--- src/rtl/hyperbus_ctrl.sv ---
// HyperBus primary controller: multi-CS, counted linear/wrapped bursts, masked and
// back-pressured writes, zero-latency register writes and read timeout recovery.
module hyperbus_ctrl #(
    parameter int WIDTH         = 8,
    parameter int NUM_CS        = 2,
    parameter int TACC_COUNT    = 6,
    parameter int FIXED_LATENCY = 0,
    parameter int RESET_COUNT   = 4,
    parameter int BURST_BITS    = 8,
    parameter int TIMEOUT_COUNT = 32,
    parameter int CSHI_COUNT    = 2,
    localparam int CSW          = (NUM_CS > 1) ? $clog2(NUM_CS) : 1
) (
    input  logic                  clk90,
    input  logic                  rst,
    input  logic                  cmd_valid,
    output logic                  cmd_ready,
    input  logic                  cmd_write,
    input  logic                  cmd_reg,
    input  logic                  cmd_wrap,
    input  logic [CSW-1:0]        cmd_cs,
    input  logic [31:0]           cmd_adr,
    input  logic [BURST_BITS-1:0] cmd_len,
    input  logic [2*WIDTH-1:0]    wr_data,
    input  logic [1:0]            wr_mask,
    input  logic                  wr_valid,
    output logic                  wr_ready,
    output logic [2*WIDTH-1:0]    rd_data,
    output logic                  rd_valid,
    output logic                  done,
    output logic                  err,
    output logic                  busy,
    output logic                  phy_rstn,
    output logic [NUM_CS-1:0]     phy_csn,
    output logic                  phy_ck_en,
    output logic [2*WIDTH-1:0]    phy_dq_o,
    output logic                  phy_dq_oe,
    input  logic [2*WIDTH-1:0]    phy_dq_i,
    output logic [1:0]            phy_rwds_o,
    output logic                  phy_rwds_oe,
    input  logic [1:0]            phy_rwds_i
);

    localparam int DW     = 2 * WIDTH;
    localparam int LAT_W  = $clog2(2 * TACC_COUNT + 1);
    localparam int RST_W  = $clog2(RESET_COUNT + 1);
    localparam int TMO_W  = $clog2(TIMEOUT_COUNT + 1);
    localparam int CSHI_W = $clog2(CSHI_COUNT + 1);

    typedef enum logic [2:0] {
        RESET,
        IDLE,
        CMD,
        LATENCY,
        WRITE,
        READ,
        CSHI
    } state_t;

    state_t                state;
    logic [1:0]            cmd_cnt;
    logic [47:0]           ca;
    logic                  is_write;
    logic                  is_reg;
    logic [BURST_BITS-1:0] word_cnt;
    logic [LAT_W-1:0]      lat_cnt;
    logic [TMO_W-1:0]      tmo_cnt;
    logic [RST_W-1:0]      rst_cnt;
    logic [CSHI_W-1:0]     cshi_cnt;
    logic                  closing;
    logic                  timed_out;

    logic [47:0]           ca_next;
    logic [NUM_CS-1:0]     cs_sel;
    logic                  lat_long;

    assign ca_next  = {~cmd_write, cmd_reg, ~cmd_wrap, cmd_adr[31:3], 13'd0, cmd_adr[2:0]};
    assign lat_long = (FIXED_LATENCY != 0) || (phy_rwds_i == 2'b11);

    always_comb begin
        cs_sel = '1;
        for (int i = 0; i < NUM_CS; i++) begin
            if (cmd_cs == CSW'(i)) begin
                cs_sel[i] = 1'b0;
            end
        end
    end

    // Single registered FSM; every pad-side and user-side output is a flop.
    // closing marks the first CSHI cycle, where the bus is released and done fires.
    always_ff @(posedge clk90 or posedge rst) begin
        if (rst) begin
            state       <= RESET;
            cmd_cnt     <= '0;
            ca          <= '0;
            is_write    <= 1'b0;
            is_reg      <= 1'b0;
            word_cnt    <= '0;
            lat_cnt     <= '0;
            tmo_cnt     <= '0;
            rst_cnt     <= '0;
            cshi_cnt    <= '0;
            closing     <= 1'b0;
            timed_out   <= 1'b0;
            cmd_ready   <= 1'b0;
            wr_ready    <= 1'b0;
            rd_data     <= '0;
            rd_valid    <= 1'b0;
            done        <= 1'b0;
            err         <= 1'b0;
            busy        <= 1'b1;
            phy_rstn    <= 1'b0;
            phy_csn     <= '1;
            phy_ck_en   <= 1'b0;
            phy_dq_o    <= '0;
            phy_dq_oe   <= 1'b0;
            phy_rwds_o  <= '0;
            phy_rwds_oe <= 1'b0;
        end else begin
            rd_valid <= 1'b0;
            done     <= 1'b0;
            err      <= 1'b0;

            case (state)
                RESET: begin
                    if (rst_cnt == RST_W'(RESET_COUNT - 1)) begin
                        phy_rstn  <= 1'b1;
                        cmd_ready <= 1'b1;
                        busy      <= 1'b0;
                        state     <= IDLE;
                    end else begin
                        rst_cnt <= rst_cnt + 1'b1;
                    end
                end

                IDLE: begin
                    if (cmd_valid && cmd_ready) begin
                        cmd_ready <= 1'b0;
                        busy      <= 1'b1;
                        is_write  <= cmd_write;
                        is_reg    <= cmd_reg;
                        word_cnt  <= (cmd_write && cmd_reg) ? '0 : cmd_len;
                        ca        <= {ca_next[31:0], 16'd0};
                        cmd_cnt   <= '0;
                        timed_out <= 1'b0;
                        phy_csn   <= cs_sel;
                        phy_ck_en <= 1'b1;
                        phy_dq_oe <= 1'b1;
                        phy_dq_o  <= DW'(ca_next[47:32]);
                        state     <= CMD;
                    end
                end

                CMD: begin
                    if (cmd_cnt == 2'd2) begin
                        phy_dq_oe   <= 1'b0;
                        phy_dq_o    <= '0;
                        phy_rwds_oe <= 1'b0;
                        lat_cnt     <= lat_long ? LAT_W'(2 * TACC_COUNT - 1)
                                                : LAT_W'(TACC_COUNT - 1);
                        if (is_write && is_reg) begin
                            wr_ready  <= 1'b1;
                            phy_ck_en <= 1'b0;
                            state     <= WRITE;
                        end else begin
                            state <= LATENCY;
                        end
                    end else begin
                        cmd_cnt  <= cmd_cnt + 1'b1;
                        phy_dq_o <= DW'(ca[47:32]);
                        ca       <= {ca[31:0], 16'd0};
                    end
                end

                LATENCY: begin
                    if (lat_cnt == '0) begin
                        if (is_write) begin
                            wr_ready  <= 1'b1;
                            phy_ck_en <= 1'b0;
                            state     <= WRITE;
                        end else begin
                            tmo_cnt <= TMO_W'(TIMEOUT_COUNT);
                            state   <= READ;
                        end
                    end else begin
                        lat_cnt <= lat_cnt - 1'b1;
                    end
                end

                // Clock only runs on cycles that carry a word, so a stall costs nothing.
                WRITE: begin
                    if (wr_valid && wr_ready) begin
                        phy_ck_en   <= 1'b1;
                        phy_dq_oe   <= 1'b1;
                        phy_dq_o    <= wr_data;
                        phy_rwds_oe <= ~is_reg;
                        phy_rwds_o  <= ~wr_mask;
                        if (word_cnt == '0) begin
                            wr_ready <= 1'b0;
                            closing  <= 1'b1;
                            state    <= CSHI;
                        end else begin
                            word_cnt <= word_cnt - 1'b1;
                        end
                    end else begin
                        phy_ck_en <= 1'b0;
                    end
                end

                READ: begin
                    if (phy_rwds_i == 2'b01) begin
                        rd_data  <= phy_dq_i;
                        rd_valid <= 1'b1;
                        tmo_cnt  <= TMO_W'(TIMEOUT_COUNT);
                        if (word_cnt == '0) begin
                            closing <= 1'b1;
                            state   <= CSHI;
                        end else begin
                            word_cnt <= word_cnt - 1'b1;
                        end
                    end else if (tmo_cnt == TMO_W'(1)) begin
                        timed_out <= 1'b1;
                        closing   <= 1'b1;
                        state     <= CSHI;
                    end else begin
                        tmo_cnt <= tmo_cnt - 1'b1;
                    end
                end

                CSHI: begin
                    if (closing) begin
                        closing     <= 1'b0;
                        phy_csn     <= '1;
                        phy_ck_en   <= 1'b0;
                        phy_dq_oe   <= 1'b0;
                        phy_rwds_oe <= 1'b0;
                        phy_dq_o    <= '0;
                        phy_rwds_o  <= '0;
                        done        <= 1'b1;
                        err         <= timed_out;
                        cshi_cnt    <= CSHI_W'(CSHI_COUNT - 1);
                    end else if (cshi_cnt <= CSHI_W'(1)) begin
                        cmd_ready <= 1'b1;
                        busy      <= 1'b0;
                        state     <= IDLE;
                    end else begin
                        cshi_cnt <= cshi_cnt - 1'b1;
                    end
                end

                default: begin
                    state <= IDLE;
                end
            endcase
        end
    end

endmodule

--- config.mk ---
export PLATFORM = sky130hd
export DESIGN_NAME = hyperbus_ctrl
export DESIGN_NICKNAME = d
export VERILOG_FILES = /design/src/rtl/hyperbus_ctrl.sv
export SDC_FILE = /design/constraint.sdc
export NUM_CORES = 1
export LEC_CHECK = 0
export BUFFER_PORTS_ARGS = -buffer_cell sky130_fd_sc_hd__buf_2
export CAP_MARGIN = 5
export CORE_MARGIN = 5
export CORE_UTILIZATION = 45
export CTS_CLUSTER_DIAMETER = 100
export CTS_CLUSTER_SIZE = 25
export DETAILED_ROUTE_END_ITERATION = 10
export PLACE_DENSITY = 0.78
export SYNTH_ARGS = -nofsm -noshare
export SYNTH_HDL_FRONTEND = slang
export SYNTH_SLANG_ARGS = --single-unit
--- constraint.sdc ---
create_clock -name clk90 -period 3.9 [get_ports clk90]
set_input_delay 1.17 -clock clk90 [delete_from_list [all_inputs] [get_ports clk90]]
set_output_delay 1.17 -clock clk90 [all_outputs]
set_load 0.05 [all_outputs]
# Yosys cells after proc, flatten, opt, wreduce, memory -nomap -nowiden
# Cells that the tools add are included.
# W data, S select, Z words.
# totals
regBits	126
inputBits	84
output_inout_bits	46
word_cells	200
# classes
add_sub_neg	6
order_cmp	1
n_eq_ne	31
muxes	91
bitwise	5
reduce_logical	40
# op_table
cell	n
$mux W48	2
$pmux W48 S2	1
$mux W16	4
$pmux W16 S4	1
$mux W8	5
$mux W1	37
$ne A2 B2 Y1 const B	18
$mux W3	11
$mux W6	4
$pmux W8 S3	1
$pmux W3 S7	1
$reduce_and A4 Y1	5
$mux W2	8
$pmux W1 S3	5
$reduce_and A3 Y1	5
$reduce_bool A3 Y1	5
$reduce_and A7 Y1	2
$mux W4	3
$pmux W2 S2	3
$pmux W6 S2	1
$reduce_bool A2 Y1	6
$reduce_and A2 Y1	5
$reduce_and A5 Y1	2
$eq A3 B2 Y1 const B	3
other kinds (26)	36

# Depth between registers and ports, before layout
# Gate-level depths: netlist (run 1).
# logic_depth
depth_word	4
depth_mapped	8
ltp_nobuf	7

# Worst setup path after synthesis (run 1)
# Ideal clock, no wire load.
# synth_path
path_type	input-to-reg
from	in cmd_valid
to	reg phy_dq_o[0]
setup_ns	0.135
arrival_time_ns	2.266
required_time_ns	3.765
slack_ns	1.498
cell_stages	6
path_buffers	2
cell_sequence	a21oi_1 -> a22o_1 -> a211o_1 -> clkbuf_1 -> clkbuf_1 -> o21ai_0
# synth_between
elab_chain_len	3
# synth_rtl
element	line	rtl
start, declared	16	input logic cmd_valid,
$logic_and A1 B1 Y1	137	if (cmd_valid && cmd_ready) begin
$ne A2 B2 Y1 (no source line)	n/a	
$reduce_and A4 Y1 (no source line)	n/a	
end signal, assigned	149	phy_dq_o <= DW'(ca_next[47:32]);
end signal, assigned	170	phy_dq_o <= DW'(ca[47:32]);
end signal, assigned	195	phy_dq_o <= wr_data;
end, declared	36	output logic [2*WIDTH-1:0] phy_dq_o,
# No other way between the ends.
# A chain may end at the register's enable or synchronous reset.

# Worst setup path after layout (run 1)
# layout_path
from	reg state[0]
to	reg phy_dq_o[14]
# layout_between
elab_chain_len	3
word_cells_on_any_way	10
classes_between	eq/ne (7); mux (1); reduce/logical (2)
# layout_rtl
element	line	rtl
start, declared	60	state_t state;
start signal, assigned	93	state <= RESET;
start signal, assigned	130	state <= IDLE;
start signal, assigned	150	state <= CMD;
$eq A3 B3 Y1, or another cell as far along	124	case (state)
$reduce_bool A4 Y1 (no source line) / $ne A2 B2 Y1 (equally long branches)	n/a	
$reduce_and A4 Y1 (no source line)	n/a	
# Several ways; a longest one is shown, not always the timed one.

==> impl_metrics.py, run 1 <==
metrics = {
    "run_status": {
        "status": "completed",
    },
    "power_and_ir_drop": {
        "ir_drop_v": 0.000646,
        "leakagePower_nw": 2.80,
        "power.density_nw_per_um2": 924,
    },
    "synthesis": {
        "synth_area_um2": 4770,
        "synth_ff_type": "dfrtp_1",
        "synth_top_area_cell": "dfrtp_1",
        "syn_inst": 489,
        "syn_avg_cell_area_um2": 9.75,
        "ys.warnings.count": 0,
        "synth_cell_types": 60,
        "yosys-top-cells-area": "dfrtp_1 49%, o21ai_0 6.1%, nand2_1 5.3%",
        "ys_ff_latch": 97,
        "async_flop_share": 1.00,
        "synth-edff-count": 0,
        "synth_top_area_share": 0.493,
        "synth_nets": 582,
        "ys_seq_area_frac": 0.510,
    },
    "timing": {
        "clock_skew_ns": 0.0115,
        "fmax_mhz": 377,
        "period_share": 0.680,
        "rsz0062_at_grt": "false",
        "setup_ws_ns": 1.25,
        "setup_viol_count_final": 0,
        "relSlewSlack": 0.428,
        "slew_violations": 0,
        "worst_slew_pin_slew_ns": 0.856,
        "tns_ns": 0,
        "final-hold-violation-count": 0,
        "period_minus_slack_ns": 2.65,
    },
    "layout": {
        "largestRegisters": "ca: 19 flops, phy_dq_o: 16 flops, rd_data: 16 flops",
        "fin_util": 0.556,
        "finalNonFillerCells": 750,
        "areaGrowthSynthToFinish_pct": 20.3,
        "final_cell_mix": "129 x buf_2, 94 x dfrtp_1, 67 x nand2_1",
        "drive_above_1_share": 0.311,
        "fin_nets": 702,
        "regMostFlops": "ca",
        "mostFrequentLayoutCell": "buf_2",
        "fillers": 920,
        "final_cell_area_um2": 5740,
        "largest_reg_flops": 19,
        "diodes": 0,
    },
    "job": {
        "maxCapViolations": 0,
    },
    "global_route": {
        "grt_max_degree": 56,
        "gr-usage-all-layers": 0.194,
        "first_global_vias": 4277,
        "grt_pass1_wl_mm": 20.3,
        "overflow": 0,
        "antenna_found_initial": 0,
    },
    "route": {
        "ant_nets": 0,
        "drt_iter0_drc": 374,
        "drt_wl_total_mm": 12.4,
        "firstDrtPassIters": 7,
        "via_per_inst": 5.61,
        "routed-via-count": 4209,
        "drc": 0,
        "wl_per_cell_um": 16.5,
    },
    "worst_setup_path": {
        "arrival_ns": 2.92,
        "worstReg2RegStart": "state[0]$_DFFE_PP0P_",
        "cp-end-kind": "register",
        "start_kind": "register",
        "critPathMaxFanout": 34,
        "crit_type": "register to register",
        "startpoint": "state[0]$_DFFE_PP0P_",
        "cp.required_ns": 4.17,
    },
    "die": {
        "initial_core_util": 0.462,
        "die-height_um": 113,
        "fp.dieW_um": 113,
        "rows": 37,
        "die-area_um2": 12800,
        "num_io_pins": 130,
        "coreArea_um2": 10300,
    },
    "clock_tree": {
        "path_clk_slew_ns": 0.09,
        "clock_path_buffers": 2,
        "cts_sinks": 97,
        "ctsResizeCount": 0,
        "cts_made_buffers": 9,
        "cts_tree": "built",
        "htree_levels": 3,
        "cts-root-buf": "clkbuf_8",
        "post_cts_buffers": 0,
        "clk_latency_ns": 0.36,
        "holdBufCountCts": 0,
    },
    "place": {
        "hpwlAfterDp_mm": 9.40,
        "place_ws_ns": 0.983,
        "gp_congestion": 0.851,
        "io_buffers": 129,
        "placed_cells_incl_taps": 734,
        "dpl_cell_area_um2": 5550,
    },
    "min_path": {
        "holdCritPathClass": "register to register",
        "hp-start": "phy_rstn$_DFFE_PP0P_",
    },
}
-- report_power, final --
part           switching, W  total [W]  internal, W
Combinational       0.00189    0.00285     0.000953
Sequential         0.000368    0.00184      0.00147
Clock              0.000347   0.000616     0.000269
-- cell usage after synthesis (2+ instances only) --
cell / count
dfrtp_1: 94
nand2_1: 67
o21ai_0: 58
a21oi_1: 28
nor2_1: 28
nand3_1: 22
clkbuf_1: 20
mux2_2: 20
inv_1: 17
a221o_1: 10
ha_1: 9
nor3_1: 9
buf_2: 7
nor2b_1: 7
a21o_1: 6
a22o_1: 6
a32oi_1: 5
nand2b_1: 5
nor3b_1: 5
a221oi_1: 4
and3_1: 4
mux2i_1: 4
xor2_1: 4
a211oi_1: 3
dfstp_2: 3
a31o_2: 2
a31oi_1: 2
and3b_1: 2
nand3b_1: 2
nor4b_1: 2
o22ai_1: 2
o2bb2ai_1: 2
o311ai_0: 2
o31ai_1: 2
-- metrics by stage --
step                hold WS, ns  power [W]
CTS                       0.492    0.00532
detailed placement        0.474    0.00470
finish                    0.483    0.00530
floorplan                 0.448    0.00398
global placement          0.461    0.00458
global route              0.500    0.00569
-- path summary, 6_finish.rpt --
kind / to / slack (ns) / depth (start not counted)
setup / recovery: phy_dq_o[14]$_DFFE_PP0P_ / 1.25 / 6
hold / removal: phy_rstn$_DFFE_PP0P_ / 0.48 / 1
setup reg to reg: phy_dq_o[14]$_DFFE_PP0P_ / 1.25 / 6
hold reg to reg: phy_rstn$_DFFE_PP0P_ / 0.48 / 1
max in group asynchronous: phy_dq_o[1]$_DFFE_PP0P_ / 2.26 / 3
min in group asynchronous: rd_data[3]$_DFFE_PP0P_ / 0.91 / 2
-- final cells by class --
type / instances / area, um^2 / share of cell area
inverters: 17 / 65.1 / 0.0113
multi-input cells: 346 / 2160 / 0.376
clock inverters: 5 / 37.5 / 0.00654
flip-flops and latches: 97 / 2430 / 0.424
repair buffers: 138 / 726 / 0.126
clock buffers: 11 / 151 / 0.0264
well taps: 136 / 170 / 0.0297
-- per-layer routing --
layer	share of wire	vias up	wire length [um]	global-route usage
li1	-	1995	-	-
met1	0.42	2039	5260	0.257
met2	0.48	153	5990	0.314
met3	0.071	22	883	0.0476
met4	0.022	0	275	0.0617
met5	0	-	0	0
-- kinds of logic after synthesis --
logic type | count (synthesis) | synth area share
multiplexers | 25 | 0.0588
flip-flops | 97 | 0.510
adder cells (fa/ha/maj) | 9 | 0.0236
AND/OR/NAND/NOR | 165 | 0.169
buffers and inverters | 46 | 0.0396
AO/OA/AOI/OAI | 142 | 0.190
XOR/XNOR | 5 | 0.00918
-- worst max-delay path: stages (launching register included) --
cell,delay (ns)
dfrtp_1,0.80
nor2b_1,0.43
a22o_1,0.29
a211o_1,0.69
buf_4,0.24
nand2_1,0.05
o21ai_0,0.07
Note: power is estimated with default switching activity, not from simulation.
==> run 2: changes to the inputs <==
- ABC_AREA: default -> 1
- clock period: 3.9 -> 2.55 ns (I/O delays scaled with it)
==> run 2 against run 1 <==
Total power increased by 56%; die area up 3.9%; highest routed layer unchanged; count of clock-buffer cells in the layout unchanged; core utilization rose by 0.13 points; hold slack got worse by 0.075 ns; flip-flop and latch count did not move.
==> impl_metrics.py, run 2 <==
metrics = {
    "die": {
        "rows": 38,
        "die-area_um2": 13300,
        "die-height_um": 115,
        "initial_core_util": 0.459,
        "num_io_pins": 130,
        "fp.dieW_um": 115,
        "coreArea_um2": 10800,
    },
    "synthesis": {
        "syn_inst": 638,
        "synth-edff-count": 0,
        "synth_top_area_share": 0.473,
        "ys_seq_area_frac": 0.489,
        "async_flop_share": 1.00,
        "syn_avg_cell_area_um2": 7.80,
        "synth_ff_type": "dfrtp_1",
        "synth_nets": 731,
        "synth_top_area_cell": "dfrtp_1",
        "synth_area_um2": 4970,
        "synth_most_common_cell": "nand2_1",
        "ys_ff_latch": 97,
        "ys.warnings.count": 0,
        "synth_cell_types": 32,
        "yosys-top-cells-area": "dfrtp_1 47%, nand2_1 19%, nand3_1 7.7%",
        "yosys-top-cells-count": "252 x nand2_1, 94 x dfrtp_1, 77 x nand3_1",
    },
    "power_and_ir_drop": {
        "totalPowerFinal_w": 0.00829,
        "p_clk_frac": 0.138,
        "p_switching_w": 0.00418,
        "power.density_nw_per_um2": 1370,
        "ir_drop_v": 0.000730,
        "leakagePower_nw": 3.29,
        "seqPwrFrac": 0.323,
        "switching_share": 0.504,
        "p_int_w": 0.00411,
        "power.share.combinational": 0.538,
    },
    "clock_tree": {
        "holdBufCountCts": 0,
        "cts_sinks": 97,
        "ctsResizeCount": 0,
        "clock_path_buffers": 2,
        "cts_tree": "built",
        "cts-root-buf": "clkbuf_8",
        "cts_made_buffers": 9,
        "clk_latency_ns": 0.37,
        "post_cts_buffers": 0,
        "htree_levels": 3,
        "path_clk_slew_ns": 0.10,
    },
    "layout": {
        "drive_above_1_share": 0.255,
        "regMostFlops": "ca",
        "mostFrequentLayoutCell": "nand2_1",
        "largestRegisters": "ca: 19 flops, phy_dq_o: 16 flops, rd_data: 16 flops",
        "diodes": 0,
        "largest_reg_flops": 19,
        "fin_nets": 865,
        "areaGrowthSynthToFinish_pct": 21.4,
        "final_cell_mix": "252 x nand2_1, 129 x buf_2, 94 x dfrtp_1",
    },
    "place": {
        "io_buffers": 129,
        "gp_congestion": 0.964,
        "hpwlAfterDp_mm": 9.19,
    },
    "min_path": {
        "holdCritPathClass": "primary input to async pin",
    },
    "timing": {
        "relSlewSlack": 0.639,
        "fmax_mhz": 468,
        "period_share": 0.838,
        "tns_ns": 0,
        "clock_skew_ns": 0.0134,
        "rsz0062_at_grt": "false",
        "slew_violations": 0,
        "worst_slew_pin_slew_ns": 0.541,
        "final-hold-violation-count": 0,
        "period_minus_slack_ns": 2.14,
        "setup_viol_count_final": 0,
    },
    "worst_setup_path": {
        "cpMostUsedCell": "nand2_1",
        "arrival_ns": 2.44,
        "worst_path_largest_cell_delay_ns": 0.67,
        "cp.required_ns": 2.85,
        "critPathMaxFanout": 14,
        "crit_family": "simple AND/OR/NAND/NOR gates",
        "crit_type": "register to register",
        "cp_slowest_cell": "dfrtp_1",
        "path_cells": "inv_2 > nor2_4 > inv_2 > nand2_1 > nand2_1 > nor2_2 > nand2_1 > o21ai_1",
        "start_kind": "register",
        "crit_buf_inv": 2,
        "cp-end-kind": "register",
    },
    "run_status": {
        "status": "completed",
    },
    "route": {
        "ant_nets": 0,
        "firstDrtPassIters": 5,
        "drt_iter0_drc": 299,
        "drt_wl_total_mm": 12.2,
        "wl_per_cell_um": 13.3,
        "drc": 0,
        "routed-via-count": 4592,
        "via_per_inst": 5.01,
    },
    "global_route": {
        "gr-usage-all-layers": 0.188,
        "overflow": 0,
        "grt_max_degree": 39,
        "grt_pass1_wl_mm": 20.1,
        "first_global_vias": 4268,
        "antenna_found_initial": 0,
    },
    "job": {
        "maxCapViolations": 0,
    },
}
run 2: changes by cell type after synthesis, moves of 19 or more:
cell and delta:
a21oi_1 -25, nor2_1 +19, o21ai_0 -25, nand2_1 +185
nand3_1 +55, inv_1 +24
run 2: power by group through the flow:
stage / logic [W] / registers [W] / clock network (W)
2_1_floorplan: 0.00246 / 0.00366 / 0
3_3_place_gp: 0.00439 / 0.00269 / 0
3_5_place_dp: 0.00446 / 0.00270 / 0
4_1_cts: 0.00447 / 0.00267 / 0.00116
5_1_grt: 0.00495 / 0.00277 / 0.00123
6_report: 0.00446 / 0.00268 / 0.00114
run 2: worst register-to-register path, cell delays in order (launching register included):
cell,delay (ns)
dfrtp_1,0.67
inv_2,0.19
nor2_4,0.30
inv_2,0.11
nand2_1,0.08
nand2_1,0.08
nor2_2,0.43
nand2_1,0.11
o21ai_1,0.09
run 2: final timing paths:
| path | from | endpoint | slack [ns] | cells after the start |
|---|---|---|---|---|
| setup / recovery | state[2]$_DFFE_PP0P_ | word_cnt[1]$_DFFE_PP0P_ | 0.41 | 8 |
| hold / removal | rst | phy_rwds_oe$_DFFE_PP0P_ | 0.41 | 2 |
| setup reg to reg | state[2]$_DFFE_PP0P_ | word_cnt[1]$_DFFE_PP0P_ | 0.41 | 8 |
| hold reg to reg | busy$_DFFE_PP1P_ | busy$_DFFE_PP1P_ | 0.47 | 2 |
| max in group asynchronous | rst | ca[41]$_DFFE_PP0P_ | 1.50 | 3 |
| min in group clk90 | busy$_DFFE_PP1P_ | busy$_DFFE_PP1P_ | 0.47 | 2 |
run 2: routing by layer:
layer	GRT usage	vias up	wire length [um]
met5	0	-	0
met4	0.0618	0	273
met3	0.0453	27	710
met2	0.298	140	5780
met1	0.256	2117	5460
li1	-	2308	-
run 2: metrics by stage:
| step | hold slack (ns) | utilization | setup WS [ns] | std cells | cell area, um^2 |
|---|---|---|---|---|---|
| after global placement | 0.449 | 0.536 | 0.411 | 901 | 5810 |
| after floorplan | 0.453 | - | 0.640 | 638 | 4980 |
| final | 0.409 | 0.557 | 0.412 | 917 | 6040 |
| after global routing | 0.432 | 0.557 | 0.253 | 917 | 6040 |
| after detailed placement | 0.452 | 0.536 | 0.388 | 901 | 5810 |
| after CTS | 0.419 | 0.557 | 0.464 | 917 | 6040 |
run 2: logic make-up after synthesis:
kind of cell	share of synthesized area
simple gates	0.341
xor+xnor	0.00352
fa+ha+maj	0.0226
compound gates	0.0523
buf+inv	0.0538
flops	0.489
mux	0.0385
run 2: layout make-up:
cell class | count | area (um^2)
Clock buffer | 11 | 141
Clock inverter | 5 | 87.6
Fill cell | 1029 | 4800
Inverter | 49 | 190
Multi-Input combinational cell | 477 | 2280
Sequential cell | 97 | 2430
Tap cell | 140 | 175
Timing Repair Buffer | 138 | 738
